## src/rtl/mycpu_pkg.sv

```systemverilog
// Shared types and instruction field positions for the mycpu control unit.
// Optional feature macro used by this slice: MYCPU_ILLEGAL_TRAP_EN.
package mycpu_pkg;

  typedef enum logic [3:0] {
    FMOVA = 4'h0, FINC = 4'h1, FADD = 4'h2, FMOVB = 4'h3,
    FSUB  = 4'h5, FDEC = 4'h6, FSHR = 4'h7, FAND  = 4'h8,
    FSHL  = 4'h9, FOR  = 4'hA, FXOR = 4'hC, FNOT  = 4'hE
  } fs_t;

  typedef enum logic [2:0] {
    ST_FETCH   = 3'd0,
    ST_DECODE  = 3'd1,
    ST_EXEC    = 3'd2,
    ST_LOAD_WB = 3'd3,
    ST_HALT    = 3'd4
  } ctrl_state_t;

  typedef enum logic [1:0] {
    CL_ALU = 2'b00, CL_MEM = 2'b01, CL_BRANCH = 2'b10, CL_CTRL = 2'b11
  } instr_class_t;

  typedef enum logic [1:0] {
    BR_BRA = 2'b00, BR_BEQ = 2'b01, BR_BLT = 2'b10, BR_BNE = 2'b11
  } br_cond_t;

  localparam int CLASS_LSB = 14;
  localparam int FS_LSB    = 10;
  localparam int MB_BIT    = 9;
  localparam int DR_LSB    = 6;
  localparam int SA_LSB    = 3;
  localparam int SB_LSB    = 0;
  localparam int ST_BIT    = 13;
  localparam int MZ_LSB    = 9;
  localparam int COND_LSB  = 12;
  localparam int OFF_LSB   = 6;
  localparam int CTRL_LSB  = 12;

  function automatic logic [15:0] sext_off(input logic [5:0] off);
    return {{10{off[5]}}, off};
  endfunction

endpackage

```

## src/rtl/mycpu_ctrl_decode.sv

```systemverilog
// Combinational decode of an instruction word into class, fields, legality
// and the control word presented to the datapath during EXEC.
module mycpu_ctrl_decode
  import mycpu_pkg::*;
(
  input  logic [15:0] ir_i,
  output logic [3:0]  fs_o,
  output logic [2:0]  da_o,
  output logic [2:0]  aa_o,
  output logic [2:0]  ba_o,
  output logic [2:0]  dr_o,
  output logic [15:0] const_o,
  output logic        mb_o,
  output logic        rw_o,
  output logic        mw_o,
  output logic        is_load_o,
  output logic        is_branch_o,
  output logic        is_halt_o,
  output logic        illegal_o,
  output logic [1:0]  cond_o,
  output logic [15:0] off_o
);

  instr_class_t cls_s;
  logic [2:0]   sa_s;
  logic [2:0]   sb_s;

  assign cls_s  = instr_class_t'(ir_i[CLASS_LSB +: 2]);
  assign dr_o   = ir_i[DR_LSB +: 3];
  assign sa_s   = ir_i[SA_LSB +: 3];
  assign sb_s   = ir_i[SB_LSB +: 3];
  assign cond_o = ir_i[COND_LSB +: 2];
  assign off_o  = sext_off(ir_i[OFF_LSB +: 6]);

  // Illegal encodings leave every strobe low so they can never disturb state.
  always_comb begin
    fs_o        = FMOVA;
    da_o        = 3'd0;
    aa_o        = 3'd0;
    ba_o        = 3'd0;
    const_o     = 16'h0000;
    mb_o        = 1'b0;
    rw_o        = 1'b0;
    mw_o        = 1'b0;
    is_load_o   = 1'b0;
    is_branch_o = 1'b0;
    is_halt_o   = 1'b0;
    illegal_o   = 1'b0;
    case (cls_s)
      CL_ALU: begin
        fs_o    = ir_i[FS_LSB +: 4];
        mb_o    = ir_i[MB_BIT];
        da_o    = dr_o;
        aa_o    = sa_s;
        ba_o    = sb_s;
        const_o = {13'd0, sb_s};
        rw_o    = 1'b1;
      end
      CL_MEM: begin
        if (ir_i[MZ_LSB +: 4] != 4'd0) begin
          illegal_o = 1'b1;
        end else if (ir_i[ST_BIT]) begin
          aa_o = sa_s;
          ba_o = sb_s;
          mw_o = 1'b1;
        end else begin
          aa_o      = sa_s;
          is_load_o = 1'b1;
        end
      end
      CL_BRANCH: begin
        fs_o        = FSUB;
        aa_o        = sa_s;
        ba_o        = sb_s;
        is_branch_o = 1'b1;
      end
      CL_CTRL: begin
        case (ir_i[CTRL_LSB +: 2])
          2'b00:   is_halt_o = 1'b0;
          2'b11:   is_halt_o = 1'b1;
          default: illegal_o = 1'b1;
        endcase
      end
      default: illegal_o = 1'b1;
    endcase
  end

endmodule

```

## src/rtl/mycpu_ctrl.sv

```systemverilog
// Multi-cycle sequencer for mycpu: FETCH/DECODE/EXEC(/LOAD_WB), pc and ir.
// MYCPU_ILLEGAL_TRAP_EN turns illegal encodings into a halting trap with illegal_out.
module mycpu_ctrl
  import mycpu_pkg::*;
#(
  parameter logic [15:0] PC_RESET = 16'h0000
) (
  input  logic        clk,
  input  logic        rst,
  output logic [15:0] imem_addr_out,
  input  logic [15:0] imem_data_in,
  input  logic        z_in,
  input  logic        n_in,
  output logic [3:0]  fs_out,
  output logic [2:0]  da_out,
  output logic [2:0]  aa_out,
  output logic [2:0]  ba_out,
  output logic [15:0] const_out,
  output logic        mb_out,
  output logic        md_out,
  output logic        rw_out,
  output logic        mw_out,
  output logic        halted_out
`ifdef MYCPU_ILLEGAL_TRAP_EN
  , output logic      illegal_out
`endif
);

  ctrl_state_t state_q;
  logic [15:0] pc_q, ir_q, const_q;
  logic [3:0]  fs_q;
  logic [2:0]  da_q, aa_q, ba_q;
  logic        mb_q, md_q, rw_q, mw_q, halted_q;
`ifdef MYCPU_ILLEGAL_TRAP_EN
  logic        illegal_q;
`endif

  logic [15:0] dec_ir_s, dec_const_s, dec_off_s;
  logic [3:0]  dec_fs_s;
  logic [2:0]  dec_da_s, dec_aa_s, dec_ba_s, dec_dr_s;
  logic [1:0]  dec_cond_s;
  logic        dec_mb_s, dec_rw_s, dec_mw_s, dec_load_s, dec_branch_s, dec_halt_s, dec_illegal_s;
  logic        taken_s;

  // In DECODE the word is still on the memory bus, so the EXEC control word
  // is built from it directly and can be registered on that same edge.
  assign dec_ir_s = (state_q == ST_DECODE) ? imem_data_in : ir_q;

  mycpu_ctrl_decode u_decode (
    .ir_i        (dec_ir_s),
    .fs_o        (dec_fs_s),
    .da_o        (dec_da_s),
    .aa_o        (dec_aa_s),
    .ba_o        (dec_ba_s),
    .dr_o        (dec_dr_s),
    .const_o     (dec_const_s),
    .mb_o        (dec_mb_s),
    .rw_o        (dec_rw_s),
    .mw_o        (dec_mw_s),
    .is_load_o   (dec_load_s),
    .is_branch_o (dec_branch_s),
    .is_halt_o   (dec_halt_s),
    .illegal_o   (dec_illegal_s),
    .cond_o      (dec_cond_s),
    .off_o       (dec_off_s)
  );

  always_comb begin
    taken_s = 1'b0;
    case (br_cond_t'(dec_cond_s))
      BR_BRA:  taken_s = 1'b1;
      BR_BEQ:  taken_s = z_in;
      BR_BLT:  taken_s = n_in;
      BR_BNE:  taken_s = ~z_in;
      default: taken_s = 1'b0;
    endcase
  end

  // Every datapath output defaults to idle each cycle; only the EXEC and
  // LOAD_WB control words are loaded on the edge that enters those states.
  always_ff @(posedge clk) begin
    if (rst) begin
      state_q  <= ST_FETCH;
      pc_q     <= PC_RESET;
      ir_q     <= 16'h0000;
      fs_q     <= FMOVA;
      da_q     <= 3'd0;
      aa_q     <= 3'd0;
      ba_q     <= 3'd0;
      const_q  <= 16'h0000;
      mb_q     <= 1'b0;
      md_q     <= 1'b0;
      rw_q     <= 1'b0;
      mw_q     <= 1'b0;
      halted_q <= 1'b0;
`ifdef MYCPU_ILLEGAL_TRAP_EN
      illegal_q <= 1'b0;
`endif
    end else begin
      fs_q    <= FMOVA;
      da_q    <= 3'd0;
      aa_q    <= 3'd0;
      ba_q    <= 3'd0;
      const_q <= 16'h0000;
      mb_q    <= 1'b0;
      md_q    <= 1'b0;
      rw_q    <= 1'b0;
      mw_q    <= 1'b0;
      case (state_q)
        ST_FETCH: state_q <= ST_DECODE;
        ST_DECODE: begin
          ir_q    <= imem_data_in;
          pc_q    <= pc_q + 16'd1;
          fs_q    <= dec_fs_s;
          da_q    <= dec_da_s;
          aa_q    <= dec_aa_s;
          ba_q    <= dec_ba_s;
          const_q <= dec_const_s;
          mb_q    <= dec_mb_s;
          rw_q    <= dec_rw_s;
          mw_q    <= dec_mw_s;
          state_q <= ST_EXEC;
        end
        ST_EXEC: begin
          if (dec_branch_s && taken_s) begin
            pc_q <= pc_q + dec_off_s;
          end
          if (dec_load_s) begin
            aa_q    <= dec_aa_s;
            da_q    <= dec_dr_s;
            md_q    <= 1'b1;
            rw_q    <= 1'b1;
            state_q <= ST_LOAD_WB;
          end else if (dec_halt_s) begin
            halted_q <= 1'b1;
            state_q  <= ST_HALT;
`ifdef MYCPU_ILLEGAL_TRAP_EN
          end else if (dec_illegal_s) begin
            halted_q  <= 1'b1;
            illegal_q <= 1'b1;
            state_q   <= ST_HALT;
`else
          end else if (dec_illegal_s) begin
            state_q <= ST_FETCH;
`endif
          end else begin
            state_q <= ST_FETCH;
          end
        end
        ST_LOAD_WB: state_q <= ST_FETCH;
        ST_HALT:    state_q <= ST_HALT;
        default:    state_q <= ST_FETCH;
      endcase
    end
  end

  assign imem_addr_out = pc_q;
  assign fs_out        = fs_q;
  assign da_out        = da_q;
  assign aa_out        = aa_q;
  assign ba_out        = ba_q;
  assign const_out     = const_q;
  assign mb_out        = mb_q;
  assign md_out        = md_q;
  assign rw_out        = rw_q;
  assign mw_out        = mw_q;
  assign halted_out    = halted_q;
`ifdef MYCPU_ILLEGAL_TRAP_EN
  assign illegal_out   = illegal_q;
`endif

endmodule
```

## config.mk

```make
export PLATFORM = sky130hd
export DESIGN_NAME = mycpu_ctrl
export DESIGN_NICKNAME = d
export VERILOG_FILES = /design/src/rtl/mycpu_pkg.sv /design/src/rtl/mycpu_ctrl_decode.sv /design/src/rtl/mycpu_ctrl.sv
export SDC_FILE = /design/constraint.sdc
export NUM_CORES = 1
export LEC_CHECK = 0
export BUFFER_PORTS_ARGS = -buffer_cell sky130_fd_sc_hd__buf_4
export CAP_MARGIN = 25
export CORE_UTILIZATION = 52
export DETAILED_ROUTE_END_ITERATION = 6
export PLACE_DENSITY = 0.89
export SLEW_MARGIN = 20
export SYNTH_ARGS = -nofsm -noshare
export SYNTH_HDL_FRONTEND = slang
export SYNTH_SLANG_ARGS = --single-unit
```

## constraint.sdc

```tcl
create_clock -name clk -period 3.2 [get_ports clk]
set_input_delay 0.64 -clock clk [delete_from_list [all_inputs] [get_ports clk]]
set_output_delay 0.64 -clock clk [all_outputs]
set_load 0.005 [all_outputs]
```

# After elaboration in Yosys (flattened, before gate mapping)

Cells that the tools add are included.

$add $sub $neg: 2
Eq/ne operators: 10
Muxes and demuxes: 28
Bitwise gates (word level): 6
Reductions and logical operators: 13

Operators with widths:

| cell                                                | count |
|---|---|
| 2-to-1 mux 16 bit                                   | 2 |
| case mux 16 bit (2 select lines)                    | 1 |
| 2-to-1 mux 3 bit                                    | 8 |
| case mux 3 bit (2 select lines)                     | 4 |
| adder 16 x 1 -> 16 bit, second input constant       | 1 |
| adder 16 bit                                        | 1 |
| case mux 3 bit (4 select lines)                     | 1 |
| 2-to-1 mux 1 bit                                    | 9 |
| equality test 2 bit, second input constant          | 4 |
| case mux 4 bit (2 select lines)                     | 1 |
| inverter 1 bit                                      | 6 |
| OR reduction 2 bit                                  | 3 |
| equality test 2 x 1 -> 1 bit, second input constant | 2 |
| zero test 2 bit                                     | 2 |
| case mux 1 bit (4 select lines)                     | 1 |
| nonzero test 4 bit                                  | 1 |
| OR reduction 4 bit                                  | 1 |
| equality test 3 x 1 -> 1 bit, second input constant | 1 |
| equality test 3 x 2 -> 1 bit, second input constant | 1 |
| equality test 3 bit, second input constant          | 1 |
| zero test 3 bit                                     | 1 |
| AND reduction 3 bit                                 | 1 |
| OR reduction 3 bit                                  | 1 |
| != test 2 bit, second input constant                | 1 |
| other kinds (4)                                     | 4 |

Bits in registers: 69
Bits of input ports: 20
Logic and storage cells: 73

# Depth between registers and ports, before layout

Gate-level depths: netlist (run 1).

Depth in word-level cells: 8
Gate-level depth with buffers: 12

# By module

Synthesis (run 1) repeated with hierarchy kept, for this count alone.

Cell total of the unflattened synthesis: 412
Area total of the unflattened synthesis: 3682.3 sq um

Modules (own cells, without submodules):

| module            | instances | cells each | area each (sq um) |
|---|---|---|---|
| mycpu_ctrl        | 1         | 333        | 3146.8 |
| mycpu_ctrl_decode | 1         | 79         | 535.5 |

# Worst setup path before layout (run 1)

Ideal clock, no wire load.

Path kind: flip-flop to flip-flop
Start: reg state_q[0]
End: reg pc_q[12], in the netlist imem_addr_out[12]
Data arrival time: 2.640 ns
Data required time: 3.079 ns
Slack: 0.439 ns
Stages on the path, launching flop included: 13
Path buffers: 0
Clock period less this slack: 2.761 ns
Cells stage by stage: dfxtp_1 -> nor2_1 -> and2_0 -> nand2b_1 -> ha_1 -> inv_1 -> fa_1 -> nor2b_1 -> o21ai_0 -> a21boi_1 -> or2_2 -> o41ai_1 -> mux2_2

Cells in the longest elaborated chain, start to end: 7
Elaborated cells on any way between the ends: 17
Those cells by class: add/sub: 1; eq/ne: 7; mux: 5; reduce/logical: 4

Ends and longest elaborated chain:

| item                                                                 | line              | RTL |
|---|---|---|
| from (decl)                                                          | mycpu_ctrl.sv:29  | `ctrl_state_t state_q;` |
| from (signal assigned)                                               | mycpu_ctrl.sv:83  | `state_q <= ST_FETCH;` |
| from (signal assigned)                                               | mycpu_ctrl.sv:110 | `ST_FETCH: state_q <= ST_DECODE;` |
| from (signal assigned)                                               | mycpu_ctrl.sv:122 | `state_q <= ST_EXEC;` |
| parallel branches: the longest is 7 deep, another holds adder 16 bit | n/a               |  |
| to (signal assigned)                                                 | mycpu_ctrl.sv:113 | `pc_q <= pc_q + 16'd1;` |
| to (signal assigned)                                                 | mycpu_ctrl.sv:126 | `pc_q <= pc_q + dec_off_s;` |
| to (decl)                                                            | mycpu_ctrl.sv:30  | `logic [15:0] pc_q, ir_q, const_q;` |

Several ways; the timed one is not identified. The select of a mux whose other input is x is not followed.
A chain may end at the register's enable or synchronous reset.

# Final worst setup path (run 1)

Start: reg state_q[2]
End: reg pc_q[15], in the netlist imem_addr_out[15]

Same word-level chain as after synthesis.

==> results of run 1 <==
==> layout make-up <==
| class | instances | area (um2) | share of cell area [%] |
|---|---|---|---|
| Clock buffer | 6 | 72.6 | 2.27 |
| Clock inverter | 2 | 16.3 | 0.509 |
| Inverter | 11 | 41.3 | 1.29 |
| Multi-Input combinational cell | 232 | 1410 | 44.2 |
| Sequential cell | 56 | 1120 | 35.1 |
| Tap cell | 67 | 83.8 | 2.62 |
| Timing Repair Buffer | 60 | 450 | 14.1 |
==> cell usage in the layout (no fill, tap or decap), types with 5 or more instances in the layout <==
| master | netlist | routed |
|---|---|---|
| nor2_1 | 39 | 39 |
| and2_1 | 6 | 6 |
| dfxtp_1 | 56 | 56 |
| nor2b_1 | 13 | 13 |
| or3_1 | 6 | 6 |
| nor3_1 | 11 | 11 |
| nand2_1 | 28 | 28 |
| a21oi_1 | 20 | 20 |
| buf_4 | 14 | 60 |
| conb_1 | 1 | 13 |
| o21ai_0 | 12 | 12 |
| ha_1 | 5 | 5 |
| inv_1 | 11 | 11 |
| mux2_2 | 7 | 7 |
| clkbuf_8 | 0 | 5 |
| mux2i_1 | 7 | 7 |
==> logic make-up after synthesis <==
kind of cell / share of synthesized area, %
simple gates: 26.4
compound gates: 14.1
flops: 41.9
buf+inv: 7.57
mux: 5.56
fa+ha+maj: 3.08
xor+xnor: 1.31
other cells: 0.140
==> stage by stage <==
stage	utilization [%]	setup TNS, ps
final	66.0	0
after floorplan	-	0
after detailed placement	63.9	0
after global routing	66.0	-11.5
after global placement	63.9	0
after CTS	65.8	0
==> report_power, final <==
| group | internal (mW) | switching, mW |
|---|---|---|
| clock | 0.156 | 0.235 |
| sequential | 0.721 | 0.0176 |
| combinational | 0.0723 | 0.0963 |
==> routing by layer <==
layer  global-route usage [%]  share of wire (%)
met2                     36.9                 47
met3                     3.57                4.3
met4                     13.0                2.7
met1                     32.0                 46
met5                        0                  0
==> how the worst max path moves through the flow <==
stage	startpoint	cells after the start	slack [ps]	endpoint
floorplan	state_q[0]	12	440	imem_addr_out[12]
global placement	state_q[2]	12	300	imem_addr_out[14]
detailed placement	state_q[2]	12	120	imem_addr_out[14]
CTS	state_q[2]	12	70	imem_addr_out[14]
global route	state_q[2]	12	-10	imem_addr_out[12]
finish	state_q[2]	12	190	imem_addr_out[15]
==> flip-flops by register name, summed over array words and instances (netlist names), 3 cells and up <==
register / cells
imem_addr_out: 16
ir_q: 16
fs_out: 4
aa_out: 3
ba_out: 3
const_out: 3
da_out: 3
state_q: 3
==> what timing repair did <==
action / CTS / global route
endpoints found under the setup margin: 0 / 8
resized for setup: 0 / 2
endpoints found under the hold margin: 0 / 0
==> critical path, stage by stage (launching register included) <==
cell and delay [ps]:
dfxtp_1 450, nor2_1 100, and2_0 180, buf_4 160, nand2_1 120, inv_1 60, ha_1 310, a211oi_2 100
o21a_1 290, nor2_1 250, o21ai_0 160, o41ai_1 360, mux2_2 380
==> metrics.md, run 1 <==
| Metric | Value |
|---|---|
| Synth Register Bits | 56 |
| Global-route wire length before repair | just under 10000 um |
| Worst EP arrival | 3220 ps |
| Total placed instance area | 0.00310 mm2 |
| Fill cell instance count of the final layout | 412 |
| Number of pins exceeding their max-slew limit in the final report | 0 |
| Horizontal die dimension | roughly 74 um |
| Number of buffers inserted to repair setup after CTS | 0 |
| Tightest Hold Check Type | flop to flop |
| Total power of the final layout | between 1 and 1.5 mW |
| Final Hold Fails | 0 |
| Worst R2R End | imem_addr_out[15] |
| Detail Route Antenna Nets | 0 |
| CORE AREA | 0.00485 mm2 |
| Fraction of synthesized cell area taken by the top area cell type | between 40% and 50% |
| Kind of start point of the critical path | flop |
| Maximum number of pins on one net before global-route repair | 49 |
| Proportion of synthesized chip area in sequential cells | 41.9% |
| Fmax | 0.333 GHz |
| Critical path class | flop to flop |
| P_leak | 1.39 nW |
| Average vias per placed instance | 5.43 |
| H-tree Lvls | 2 |
| Required time at the endpoint of the critical path | 3410 ps |
| DRT Pass-1 Iters | 4 |
| Port buffer count | 56 |
| Cells after synthesis | around 310 |
| Violation count after the first detailed-routing iteration | 219 |
| Hold Crit Endpoint | halted_out |
| Endpoint kind of the worst setup timing path | flop |
| Mean Syn Cell Area | around 8.5 um2 |
| Crit Path Max Fanout | 7 |
| Number of buffers added to fix hold violations after cts | 0 |
| Worst slew pin tran | 474 ps |
| Maximum vdd drop | around 0.37 mV |
| Clk pin slew, worst setup/hold paths | 100 ps |
| Detail-routed net length per standard cell | 13.8 um |
| Most common cell in the synthesized netlist | dfxtp_1 |
| Number of cell rows | 25 |
| Leftover overflow at the end of global routing | 0 |
| Post-route cell area | 0.00320 mm2 |
| Unique masters post-synth | 54 |
| DRC Markers | 0 |
| # setup viols final | 0 |
| Post-Route WL | 5990 um |
| Half-perimeter wire length of the detailed placement result | 4340 um |
| Number of nets in the layout | 392 |
| Fraction of layout cells with a size suffix above 1 | 22.9% |
| Number of global-route vias before repair | between 2000 and 2500 |
| Antenna violations before repair | 0 |
| Post-layout instance count excluding filler cells | approximately 430 |
| Worst reg2reg path depth | 12 |
| Antenna diode count | 0 |
| Main synth FF type | dfxtp_1 |
| Hold depth | 2 |
| Minimum hold slack | 454 ps |
| Total CTS buffers | 5 |
| Die Height | 73.8 um |
| Pwr/cell area | 406 mW/mm2 |
| Most frequent cells after synthesis | dfxtp_1, nor2_1, nand2_1 |
| Warning count from the yosys run | 0 |
| Maximum clock insertion buffer count | 2 |
| Count of placed standard cells including taps | approximately 430 |
| Pre-CTS setup slack | 120 ps |
| Largest clock skew in the final design | about 9.2 ps |
| Gpl congestion | approximately 0.87 |
| Routed via count | 2357 |
| Post-Syn Area | 0.00268 mm2 |
| Initial cell density of the core | between 50% and 60% |
| FFs w/ async S/R, synth | 0% |
| Number of max-cap violations | 0 |
| Clock sink count | 56 |
| Overall global routing resource usage | 23.9% |
| CTS tree | done |
| Fin worst setup slack | 194 ps |
| Most area-consuming cells after synthesis | dfxtp_1, nor2_1, buf_4 |
| Insertion delay of the later-clocked pin in the worst-skew pair | 320 ps |
| Total I/O pin count | 70 |
| Result of the run | complete, no violations |
| R2R setup slack | 190 ps |
| Startpoint of the most critical register-to-register path | state_q[2] |
| Min cycle time layout | 3010 ps |
| Count of flip-flops with a built-in enable after synthesis | 0 |
| Layout overhead on the synthesized area | 19.4% |
| Normalized max-slew margin | 67.6% |
| Ratio of final minimum period to clock period | 94.0% |
| Die area | 0.00544 mm2 |
| Root Driver | clkbuf_8 |
| Area leader, netlist | dfxtp_1 |
| Hold path startpoint | halted_out |
Note: power is estimated with default switching activity, not from simulation.
==> run 2: changes to the inputs <==
--- a/config.mk
+++ b/config.mk
@@ -5,11 +5,14 @@
 export SDC_FILE = /design/constraint.sdc
 export NUM_CORES = 1
 export LEC_CHECK = 0
+export ABC_AREA = 1
 export BUFFER_PORTS_ARGS = -buffer_cell sky130_fd_sc_hd__buf_4
 export CAP_MARGIN = 25
-export CORE_UTILIZATION = 52
+export CORE_MARGIN = 2
+export CORE_UTILIZATION = 54
 export DETAILED_ROUTE_END_ITERATION = 6
-export PLACE_DENSITY = 0.89
+export HOLD_SLACK_MARGIN = 0.08
+export PLACE_DENSITY = 0.9
 export SLEW_MARGIN = 20
 export SYNTH_ARGS = -nofsm -noshare
 export SYNTH_HDL_FRONTEND = slang
==> metrics.md, run 2 <==
| Metric | Value |
|---|---|
| Pwr/cell area | about 460 mW/mm2 |
| CP Depth | 22 |
| Fraction of synthesized cell area taken by the top area cell type | 38.2% |
| CP max-delay cell | fa_1 |
| Hold depth | 2 |
| Number of cell rows | 26 |
| Maximum vdd drop | approximately 0.32 mV |
| Maximum clock insertion buffer count | 2 |
| Antenna violations before repair | 0 |
| Most frequent cells after synthesis | nand2_1, dfxtp_1, inv_1 |
| Ratio of final minimum period to clock period | roughly nine tenths |
| Total CTS buffers | 5 |
| Library cell appearing most often on the critical path | nand2_1 |
| Min cycle time layout | 2910 ps |
| Average vias per placed instance | 5.25 |
| Gpl congestion | 0.902 |
| Leftover overflow at the end of global routing | 0 |
| Layout overhead on the synthesized area | 16.6% |
| Required time at the endpoint of the critical path | 3430 ps |
| # setup viols final | 0 |
| Horizontal die dimension | 77.8 um |
| Port buffer count | 56 |
| Count of placed standard cells including taps | 511 |
| Total I/O pin count | 70 |
| Critical path class | flop to flop |
| Number of global-route vias before repair | approximately 2600 |
| Minimum hold slack | 469 ps |
| Post-Route WL | 6740 um |
| Hold path startpoint | halted_out |
| Post-layout instance count excluding filler cells | 520 |
| Fin worst setup slack | 286 ps |
| Die area | 0.00605 mm2 |
| Post-Syn Area | between 0.002 and 0.003 mm2 |
| Critical-path cell list | nor2_4 -> nand2_4 -> inv_4 -> nand2_1 -> nand2_1 -> inv_1 -> nand2_1 -> ha_1 -> inv_1 -> fa_1 -> o21ai_1 -> nand2_1 -> nand2_1 -> o21ai_1 -> o21ai_1 -> nand2_1 -> nand2_1 -> nand2_1 -> nand3_1 -> nand3_1 -> nand3_1 -> inv_1 |
| Worst reg2reg path depth | 22 |
| Initial cell density of the core | a little under three fifths |
| Violation count after the first detailed-routing iteration | 164 |
| Detail Route Antenna Nets | 0 |
| Top library cells by usage in the layout, fill and taps aside | nand2_1, buf_4, dfxtp_1 |
| Number of nets in the layout | 475 |
| Kind of start point of the critical path | flop |
| Worst EP arrival | 3150 ps |
| Fraction of layout cells with a size suffix above 1 | about a fifth |
| Mean Syn Cell Area | between 7 and 8 um2 |
| FFs w/ async S/R, synth | 0% |
| Fill cell instance count of the final layout | 444 |
| Proportion of synthesized chip area in sequential cells | 38.2% |
| DRT Pass-1 Iters | 4 |
| Count of flip-flops with a built-in enable after synthesis | 0 |
| Die Height | 77.8 um |
| Half-perimeter wire length of the detailed placement result | 5070 um |
| Main synth FF type | dfxtp_1 |
| Overall global routing resource usage | 23.1% |
| Unique masters post-synth | 44 |
| Root Driver | clkbuf_8 |
| Synth Register Bits | 56 |
| Setup TNS after final layout | 0 ps |
| Antenna diode count | 0 |
| Pre-CTS setup slack | between 150 and 200 ps |
| Result of the run | complete, no violations |
| Clock sink count | 56 |
| Routed via count | 2728 |
| Total power of the final layout | 1.58 mW |
| Cells after synthesis | 397 |
| Endpoint kind of the worst setup timing path | flop |
| Detail-routed net length per standard cell | 13.0 um |
| Number of max-cap violations | 0 |
| Most common cell in the synthesized netlist | nand2_1 |
| Startpoint of the most critical register-to-register path | state_q[1] |
| CTS tree | done |
| Number of buffers and inverters on the critical path | 4 |
| Clk pin slew, worst setup/hold paths | 110 ps |
| P_leak | 1.75 nW |
| Tightest Hold Check Type | flop to flop |
| Insertion delay of the later-clocked pin in the worst-skew pair | 320 ps |
| Most area-consuming cells after synthesis | dfxtp_1, nand2_1, inv_1 |
| Family with the most delay on the worst path | simple AND/OR/NAND/NOR gates |
| Area leader, netlist | dfxtp_1 |
| Warning count from the yosys run | 0 |
| H-tree Lvls | 2 |
| Crit Path Max Fanout | 10 |
| CORE AREA | approximately 0.0052 mm2 |
| Delay contributed by the slowest stage of the critical path | 410 ps |
| Maximum number of pins on one net before global-route repair | 31 |
| Number of pins exceeding their max-slew limit in the final report | 0 |
| Launch point of the worst path | state_q[1] |
| Normalized max-slew margin | about two thirds |
| Worst slew pin tran | 502 ps |
| DRC Markers | 0 |
| Largest clock skew in the final design | 12.8 ps |
| Final Hold Fails | 0 |
| Global-route wire length before repair | 11500 um |
| Fmax | 0.343 GHz |
| Leading cell type in the layout, fill and taps excluded | nand2_1 |
==> run 2: cell count changes in the layout (fill, tap and decap cells not counted), moves of 8 or more <==
cell,delta
nand2_1,+49
inv_1,+42
nand3_1,+19
nor2b_1,-13
a21oi_1,-8
nand4_1,+8
==> run 2: cell families (layout without fill, tap and decap cells) <==
| kind of cell | Yosys count | in the layout | synth area share, % |
|---|---|---|---|
| AO/OA/AOI/OAI | 49 | 49 | 10.6 |
| XOR/XNOR | 11 | 11 | 3.28 |
| adder cells (fa/ha/maj) | 6 | 6 | 2.81 |
| buffers and inverters | 84 | 125 | 13.7 |
| flip-flops | 56 | 56 | 38.2 |
| multiplexers | 6 | 6 | 2.04 |
| other | 1 | 13 | 0.128 |
| AND/OR/NAND/NOR | 184 | 184 | 29.3 |
==> run 2: worst paths after layout <==
kind | endpoint | slack (ps)
setup / recovery | imem_addr_out[10] | 290
hold / removal | halted_out | 470
setup reg to reg | imem_addr_out[10] | 290
hold reg to reg | halted_out | 470
==> run 2: where the power goes <==
part           internal (mW)  switching (mW)  leakage [nW]  total (mW)
clock                  0.160           0.252        0.0452       0.412
sequential             0.745          0.0479         0.457       0.793
combinational          0.149           0.231          1.25       0.379
total                   1.05           0.530          1.75        1.58
==> run 2: final cells by class <==
cell class	instances	area (um2)	share of cell area (%)
Clock buffer	5	68.8	2.01
Sequential cell	56	1120	32.7
Tap cell	70	87.6	2.56
Inverter	58	220	6.43
Timing Repair Buffer	59	443	12.9
Multi-Input combinational cell	269	1460	42.6
Clock inverter	3	25.0	0.730
==> run 2: metrics by stage <==
stage | util, % | instance area (um2)
after floorplan | - | 2980
after global placement | 64.3 | 3320
after detailed placement | 64.3 | 3320
after CTS | 66.1 | 3420
after global routing | 66.2 | 3430
final | 66.2 | 3430
==> run 2: repair_timing <==
action                                  4_1_cts  5_1_grt
endpoints found under the setup margin        0        3
gates resized for setup                       0        1
hold buffers                                  0        0
setup buffers                                 0        1
==> run 2: worst reg2reg max path, delay by kind of cell (launching register included) <==
family                   cells  cell delay, ps
adder cells (fa/ha/maj)      2             560
flip-flops                   1             370
buffers and inverters        4             310
AND/OR/NAND/NOR             13            1130
AO/OA/AOI/OAI                3             450
==> run 2: layer usage <==
metal  global-route usage [%]  vias up  wire length, um
met4                     8.21        0              110
met3                     4.30       13              418
met5                        0        -                0
met1                     28.4     1267             2790
li1                         -     1351                -
met2                     40.0       97             3430
==> run 3: changes to the inputs <==
--- a/config.mk
+++ b/config.mk
@@ -7,8 +7,7 @@
 export LEC_CHECK = 0
 export ABC_AREA = 1
 export BUFFER_PORTS_ARGS = -buffer_cell sky130_fd_sc_hd__buf_4
-export CAP_MARGIN = 25
-export CORE_MARGIN = 2
+export CORE_MARGIN = 5
 export CORE_UTILIZATION = 54
 export DETAILED_ROUTE_END_ITERATION = 6
 export HOLD_SLACK_MARGIN = 0.08
==> metrics.md, run 3 (synthesis gave the netlist of run 2 again) <==
| Metric | Value |
|---|---|
| Result of the run | complete, no violations |
| DRC Markers | 0 |
| Fill cell instance count of the final layout | 434 |
| # setup viols final | 0 |
| Final Hold Fails | 0 |
| Delay contributed by the slowest stage of the critical path | 420 ps |
| GR Util met2 | 35.4% |
| Worst slew pin tran | 534 ps |
| Root Driver | clkbuf_8 |
| Critical-path cell list | nor2_4 -> nand2_4 -> inv_4 -> nand2_1 -> nand2_1 -> inv_1 -> nand2_1 -> ha_1 -> inv_1 -> fa_1 -> o21ai_2 -> nand2_1 -> nand2_1 -> o21ai_1 -> o21ai_2 -> nand2_1 -> nand2_1 -> nand2_1 -> nand3_1 -> nand3_1 -> nand3_1 -> inv_1 |
| DRT Pass-1 Iters | 5 |
| CTS tree | done |
| Total power of the final layout | 1.57 mW |
| Total CTS buffers | 5 |
| Die area | 0.00702 mm2 |
| Detail-routed net length per standard cell | 13.2 um |
| GRT busiest layer | met2 |
| Maximum number of pins on one net before global-route repair | 31 |
| Endpoint kind of the worst setup timing path | flop |
| Startpoint of the most critical register-to-register path | state_q[2] |
| Number of buffers and inverters on the critical path | 4 |
| Critical path class | flop to flop |
| Overall global routing resource usage | 19.8% |
| Gpl congestion | 0.872 |
| CP max-delay cell | fa_1 |
| Pwr/cell area | about 460 mW/mm2 |
| Leftover overflow at the end of global routing | 0 |
| Maximum vdd drop | around 0.36 mV |
| Hold depth | 2 |
| Min cycle time layout | between 2000 and 3000 ps |
| Required time at the endpoint of the critical path | approximately 3400 ps |
| Fmax | approximately 0.35 GHz |
| Hold path startpoint | halted_out |
| Setup TNS after final layout | 0 ps |
| Insertion delay of the later-clocked pin in the worst-skew pair | about 310 ps |
| CORE AREA | around 0.0052 mm2 |
| P_leak | 1.77 nW |
| Average vias per placed instance | 5.11 |
| Hold Crit Endpoint | halted_out |
| Horizontal die dimension | 83.8 um |
| Met1 layer usage reported by global route | between 20% and 30% |
| Unrepaired setup endpoints after global routing | false |
| Launch point of the worst path | state_q[2] |
| Number of max-cap violations | 0 |
| Crit Path Max Fanout | 10 |
| Fraction of layout cells with a size suffix above 1 | 21.2% |
| Detail Route Antenna Nets | 0 |
| Total I/O pin count | 70 |
| Top library cells by usage in the layout, fill and taps aside | nand2_1, buf_4, dfxtp_1 |
| Leading cell type in the layout, fill and taps excluded | nand2_1 |
| Family with the most delay on the worst path | simple AND/OR/NAND/NOR gates |
| H-tree Lvls | 2 |
| Largest clock skew in the final design | roughly 6.0 ps |
| Routed via count | 2675 |
| Number of global-route vias before repair | 2528 |
| Kind of start point of the critical path | flop |
| Port buffer count | 56 |
| Normalized max-slew margin | 64.4% |
| R2R setup slack | 380 ps |
| Layout overhead on the synthesized area | 17.5% |
| Worst reg2reg path depth | 22 |
| Met3 usage in global routing | 4.94% |
| Worst EP arrival | roughly 3000 ps |
| Number of pins exceeding their max-slew limit in the final report | 0 |
| Half-perimeter wire length of the detailed placement result | 5180 um |
| Global-route wire length before repair | between 10000 and 15000 um |
| Number of nets in the layout | 478 |
| Tightest Hold Check Type | flop to flop |
| Worst R2R End | imem_addr_out[10] |
| Violation count after the first detailed-routing iteration | 165 |
| Clk pin slew, worst setup/hold paths | 100 ps |
| Clock sink count | 56 |
| Maximum clock insertion buffer count | 2 |
| Library cell appearing most often on the critical path | nand2_1 |
| Initial cell density of the core | a little under three fifths |
| Antenna diode count | 0 |
| Die Height | ~84 um |
| Post-Route WL | 6890 um |
| Ratio of final minimum period to clock period | roughly nine tenths |
| Number of cell rows | 26 |
| Antenna violations before repair | 0 |
## run 3: how the worst max path moves through the flow
stage                        endpoint  slack (ps)  cells past startpoint
global route        imem_addr_out[12]          40                     22
finish              imem_addr_out[10]         380                     22
floorplan           imem_addr_out[12]         390                     22
global placement    imem_addr_out[12]         380                     18
detailed placement  imem_addr_out[10]         240                     18
CTS                 imem_addr_out[10]         160                     18
## run 3: stage by stage
| step | hold slack [ps] | area (um2) | instances | util [%] | setup WS, ps |
|---|---|---|---|---|---|
| CTS | 463 | 3410 | 519 | 65.6 | 159 |
| floorplan | 447 | 2980 | 409 | - | 386 |
| global route | 491 | 3450 | 523 | 66.3 | 42.5 |
| detailed placement | 445 | 3320 | 511 | 63.9 | 239 |
| finish | 465 | 3450 | 523 | 66.3 | 377 |
| global placement | 439 | 3320 | 511 | 63.9 | 376 |
## run 3: power breakdown
group	switching [mW]	total (mW)	internal [mW]
Sequential	0.0478	0.793	0.745
Combinational	0.233	0.385	0.152
Clock	0.238	0.394	0.156
Total	0.519	1.57	1.05
## run 3: per-layer routing
| layer | part of all wire [%] | vias up |
|---|---|---|
| met5 | 0 | - |
| met4 | 2.0 | 0 |
| met3 | 7.9 | 13 |
| met2 | 50 | 109 |
| met1 | 40 | 1203 |
| li1 | - | 1350 |
## run 3: final cells by class
| type | instances | area [um2] | area share [%] |
|---|---|---|---|
| multi-input combinational | 269 | 1470 | 42.5 |
| inverter | 58 | 220 | 6.38 |
| clock buffer | 5 | 68.8 | 1.99 |
| timing repair buffer | 62 | 465 | 13.5 |
| sequential | 56 | 1120 | 32.5 |
| tap | 70 | 87.6 | 2.54 |
| clock inverter | 3 | 21.3 | 0.616 |
## run 3: tightest hold or removal path: stages (launching register included)
cell and delay, ps:
dfxtp_1 330, inv_1 50, a21oi_1 50
## run 3: timing repair
action	in CTS	in global routing
hold buffers	0	0
setup endpoints to repair	0	4
buffers inserted	0	4
resized for setup	0	3
